`src/rtl/fetch_queue.sv`:
```
// Instruction fetch queue: circular FIFO of (pc, instr) pairs between fetch and decode.
// Valid/ready on both sides; a flush discards every queued entry in one cycle.
module fetch_queue #(
  parameter int unsigned WORD  = 64,
  parameter int unsigned INSTR = 32,
  parameter int unsigned DEPTH = 4
) (
  input  logic                     clk,
  input  logic                     reset,
  input  logic                     in_valid,
  output logic                     in_ready,
  input  logic [WORD-1:0]          in_pc,
  input  logic [INSTR-1:0]         in_instr,
  output logic                     out_valid,
  input  logic                     out_ready,
  output logic [WORD-1:0]          out_pc,
  output logic [INSTR-1:0]         out_instr,
  input  logic                     flush,
  output logic [$clog2(DEPTH):0]   count
);

  localparam int unsigned PTR_W = $clog2(DEPTH);
  localparam int unsigned CNT_W = PTR_W + 1;

  logic [WORD-1:0]  r_pc_mem    [DEPTH];
  logic [INSTR-1:0] r_instr_mem [DEPTH];
  logic [PTR_W-1:0] r_wr_ptr;
  logic [PTR_W-1:0] r_rd_ptr;
  logic [CNT_W-1:0] r_count;
  logic             r_in_ready;
  logic             r_out_valid;

  logic             w_push;
  logic             w_pop;
  logic [CNT_W-1:0] w_count_nxt;
  logic [PTR_W-1:0] w_wr_ptr_nxt;
  logic [PTR_W-1:0] w_rd_ptr_nxt;

  // Handshakes use only registered flags, so in_ready never depends on out_ready.
  assign w_push = in_valid && r_in_ready;
  assign w_pop  = r_out_valid && out_ready;

  // Next pointer/occupancy; flush overrides any same-cycle push or pop.
  always_comb begin
    w_count_nxt  = r_count;
    w_wr_ptr_nxt = r_wr_ptr;
    w_rd_ptr_nxt = r_rd_ptr;
    if (flush) begin
      w_count_nxt  = '0;
      w_wr_ptr_nxt = '0;
      w_rd_ptr_nxt = '0;
    end else begin
      if (w_push) w_wr_ptr_nxt = r_wr_ptr + PTR_W'(1);
      if (w_pop)  w_rd_ptr_nxt = r_rd_ptr + PTR_W'(1);
      case ({w_push, w_pop})
        2'b10:   w_count_nxt = r_count + CNT_W'(1);
        2'b01:   w_count_nxt = r_count - CNT_W'(1);
        default: w_count_nxt = r_count;
      endcase
    end
  end

  // Status flags are registered alongside count so all three change on the same edge.
  always_ff @(posedge clk or negedge reset) begin
    if (!reset) begin
      r_wr_ptr    <= '0;
      r_rd_ptr    <= '0;
      r_count     <= '0;
      r_in_ready  <= 1'b1;
      r_out_valid <= 1'b0;
    end else begin
      r_wr_ptr    <= w_wr_ptr_nxt;
      r_rd_ptr    <= w_rd_ptr_nxt;
      r_count     <= w_count_nxt;
      r_in_ready  <= (w_count_nxt != CNT_W'(DEPTH));
      r_out_valid <= (w_count_nxt != CNT_W'(0));
    end
  end

  // Storage is never cleared; only pointers and count define what is live.
  always_ff @(posedge clk) begin
    if (w_push && !flush) begin
      r_pc_mem[r_wr_ptr]    <= in_pc;
      r_instr_mem[r_wr_ptr] <= in_instr;
    end
  end

  assign in_ready  = r_in_ready;
  assign out_valid = r_out_valid;
  assign count     = r_count;
  assign out_pc    = r_out_valid ? r_pc_mem[r_rd_ptr]    : '0;
  assign out_instr = r_out_valid ? r_instr_mem[r_rd_ptr] : '0;

endmodule

```
`config.mk`:
```
export PLATFORM = sky130hd
export DESIGN_NAME = fetch_queue
export DESIGN_NICKNAME = d
export VERILOG_FILES = /design/src/rtl/fetch_queue.sv
export SDC_FILE = /design/constraint.sdc
export NUM_CORES = 1
export LEC_CHECK = 0
export BUFFER_PORTS_ARGS = -buffer_cell sky130_fd_sc_hd__clkbuf_2
export CAP_MARGIN = 20
export CORE_MARGIN = 3
export CORE_UTILIZATION = 45
export CTS_CLUSTER_SIZE = 30
export DETAILED_ROUTE_END_ITERATION = 8
export GPL_TIMING_DRIVEN = 0
export SYNTH_ARGS = -nofsm -noshare
export SYNTH_HDL_FRONTEND = slang
export SYNTH_SLANG_ARGS = --single-unit
```
`constraint.sdc`:
```
create_clock -name clk -period 7.7 [get_ports clk]
set_clock_uncertainty 0.15 [all_clocks]
set_input_delay 1.54 -clock clk [delete_from_list [all_inputs] [get_ports clk]]
set_output_delay 1.54 -clock clk [all_outputs]
set_load 0.005 [all_outputs]
```
==> flow_summary.toml <==
[yosys]
synth.distinct_cells = 27
ys_warn_count = 0
synth-edff-count = 384
syn_nets = 766
ys_ff_latch = 393
yosysMostFrequentCell = "edfxtp_1"
avgSynthCellArea_um2 = 22.7
synth_top_area_share_pct = 76.9
syn-instance-count = 659
synth-seq-area-share_pct = 78.4
ys_top_cells_by_area = "edfxtp_1 (77%), mux4_2 (14%), and2_1 (4.2%)"
async_reset_ff_share_pct = 2.29
synth_ff_type = "edfxtp_1"
synth_top_area_cell = "edfxtp_1"
syn_area_um2 = 15000
synth_common_cells = "edfxtp_1 (384), and2_1 (101), mux4_2 (96), clkbuf_1 (17), buf_2 (12)"

[finish]
drive_gt1_share_pct = 40.4
num-nets-final = 1015
fillers = 2601
areaGrowthSynthToFinish_pct = 19.5
multiInputGateArea_um2 = 3050
final-seq-area_um2 = 11800

[grt]
grt_overflow = 0
grt_pass1_vias = 7767
antenna_found_initial = 3
grt.total_usage_pct = 16.5
grt_max_degree = 53
grt_pass1_wl_um = 44700

[setup_path]
crit_path_end_kind = "primary output"
r2r_slack_ns = 4.51
critPathLaunchType = "register"
worstPathArrival_ns = 2.52
cp_max_fo = 10
worst_ep_required_time_ns = 6.01
setup.worst_path.class = "reg2out"

[floorplanning]
core_area_um2 = 32700
fp.dieW_um = 189
ios = 202
start_util_pct = 45.8
row_count = 66
die_y_um = 189
die_area_um2 = 35500

[cts]
hold_buffers = 0
postCtsResizedCells = 0
numCtsBuffers = 43
cts.reportedPaths.clkPinSlew_ns = 0.06
clkLatencyLatePin_ns = 0.51
cts-root-buf = "clkbuf_16"
cts_tree = "built"
clock_sinks = 393
clock_tree.buffer_depth = 3
htree_num_levels = 2
post_cts_buffers = 0

[route]
wl_met3_um = 2230
highest_layer = "met5"
routed-wl-met2_um = 14300
avgViaCountPerCell = 5.14
met1_length_um = 12000
ant_nets = 0
drtIter0Drc = 410
dr.pass1.iters = 4
wl_per_cell_um = 21.1
via_count = 7094
totalWireLength_um = 29000
drc = 0

[timing]
hold_viol = 0
worst_pin_slew_ns = 0.767
finalSetupTns_ns = 0
clock.fmax_mhz = 238
finalMaxSlewViolations = 0
max_slew_margin_pct = 48.9
fin_crit_ns = 4.21
fin_crit_sh_pct = 54.7
setup_violations = 0
rsz0062_at_grt = "no"
timing.final.ws_setup_ns = 3.49

[run_status]
status = "completed"

[power_and_ir_drop]
p_int_mw = 3.99
ir_worst_vdd_v = 0.000182
comb_power_share_pct = 17.9
p_sw_mw = 1.27
sw_frac_of_total_pct = 24.2
power_frac_seq_pct = 47.7
p_clk_share_pct = 34.5
cellPowerDensity_nw_per_um2 = 294
p_leak_nw = 6.15

[run]
cap_violations = 0

[placed_design]
place_hpwl_um = 17500
io_buffers = 200
gp_congestion = 0.683
pre_cts_ws_ns = 3.90

[hold_path]
hp-class = "reg2reg"
## worst max-delay path, stage by stage, from the launching register on
cell,delay (ns)
dfrtp_1,0.73
clkbuf_1,0.45
clkbuf_1,0.43
and2_1,0.25
clkbuf_2,0.13
## logic make-up (layout without fill, tap and decap cells)
family	Yosys count	after routing	share of synthesized area (%)
xor+xnor	5	5	0.292
flops	393	393	78.4
other cells	0	3	0
simple gates	117	117	4.76
compound gates	4	4	0.159
fa+ha+maj	6	6	0.551
buf+inv	37	312	1.31
mux	97	97	14.5
## layout make-up
class	count	share of cell area [%]
timing repair buffer	204	6.20
sequential	393	65.7
clock buffer	54	6.48
buffer	34	1.03
antenna	3	0.0419
inverter	3	0.0629
multi-input combinational	229	17.0
clock inverter	17	0.433
tap	442	3.09
## registers in the layout, summed over array words and instances, names as in the netlist
signal,count
count,3
in_ready,1
out_valid,1
r_instr_mem,128
r_pc_mem,256
r_rd_ptr,2
r_wr_ptr,2
## per-stage QoR
| stage | power [mW] | utilization [%] | cells | hold slack (ns) | cell area [um^2] |
|---|---|---|---|---|---|
| 3_3_place_gp | 3.53 | 50.6 | 1301 | 0.374 | 16500 |
| 6_report | 5.26 | 54.8 | 1379 | 0.380 | 17900 |
| 2_1_floorplan | 3.12 | - | 659 | 0.360 | 15000 |
| 4_1_cts | 5.35 | 54.7 | 1376 | 0.392 | 17900 |
| 3_5_place_dp | 3.53 | 51.0 | 1305 | 0.381 | 16700 |
| 5_1_grt | 5.51 | 54.7 | 1377 | 0.407 | 17900 |
## final timing paths
kind,from,to,cells past startpoint
worst min register to register,in_ready$_DFF_PN1_,r_wr_ptr[1]$_DFFE_PN0P_,2
worst max-delay path,out_valid$_DFF_PN0_,out_instr[25],4
min in group asynchronous,reset,count[0]$_DFF_PN0_,1
worst max register to register,out_valid$_DFF_PN0_,out_valid$_DFF_PN0_,7
max in group asynchronous,reset,in_ready$_DFF_PN1_,1
worst min-delay path,in_ready$_DFF_PN1_,r_wr_ptr[1]$_DFFE_PN0P_,2
## routing by layer
| layer | global-route usage, % | vias up |
|---|---|---|
| met2 | 27.9 | 202 |
| met4 | 3.84 | 4 |
| met1 | 21.2 | 3668 |
| met5 | 0 | - |
| li1 | - | 3179 |
| met3 | 5.13 | 41 |
## power groups by stage
stage / Clock [mW] / Sequential, mW / Combinational (mW)
2_1_floorplan: 0 / 2.55 / 0.571
3_3_place_gp: 0 / 2.57 / 0.958
3_5_place_dp: 0 / 2.56 / 0.972
4_1_cts: 1.87 / 2.51 / 0.974
5_1_grt: 1.95 / 2.52 / 1.04
6_report: 1.81 / 2.51 / 0.941
## cell usage in the layout (no fill, tap or decap), drive strengths merged
cell and count:
xor2 3, fa 1, clkbuf 271, nor2 7
nand2b 1, mux4 96, nand3 2, ha 5
clkinv 17, nor4b 1, diode 3, dfrtp 8
nor3b 1, or3b 1, and2 101, edfxtp 384
inv 3, a211o 1, or2 1, nand2 2
buf 21, xnor2 2, dfstp 1, mux2i 1
o21ai 1, a21oi 2
Note: power is estimated with default switching activity, not from simulation.
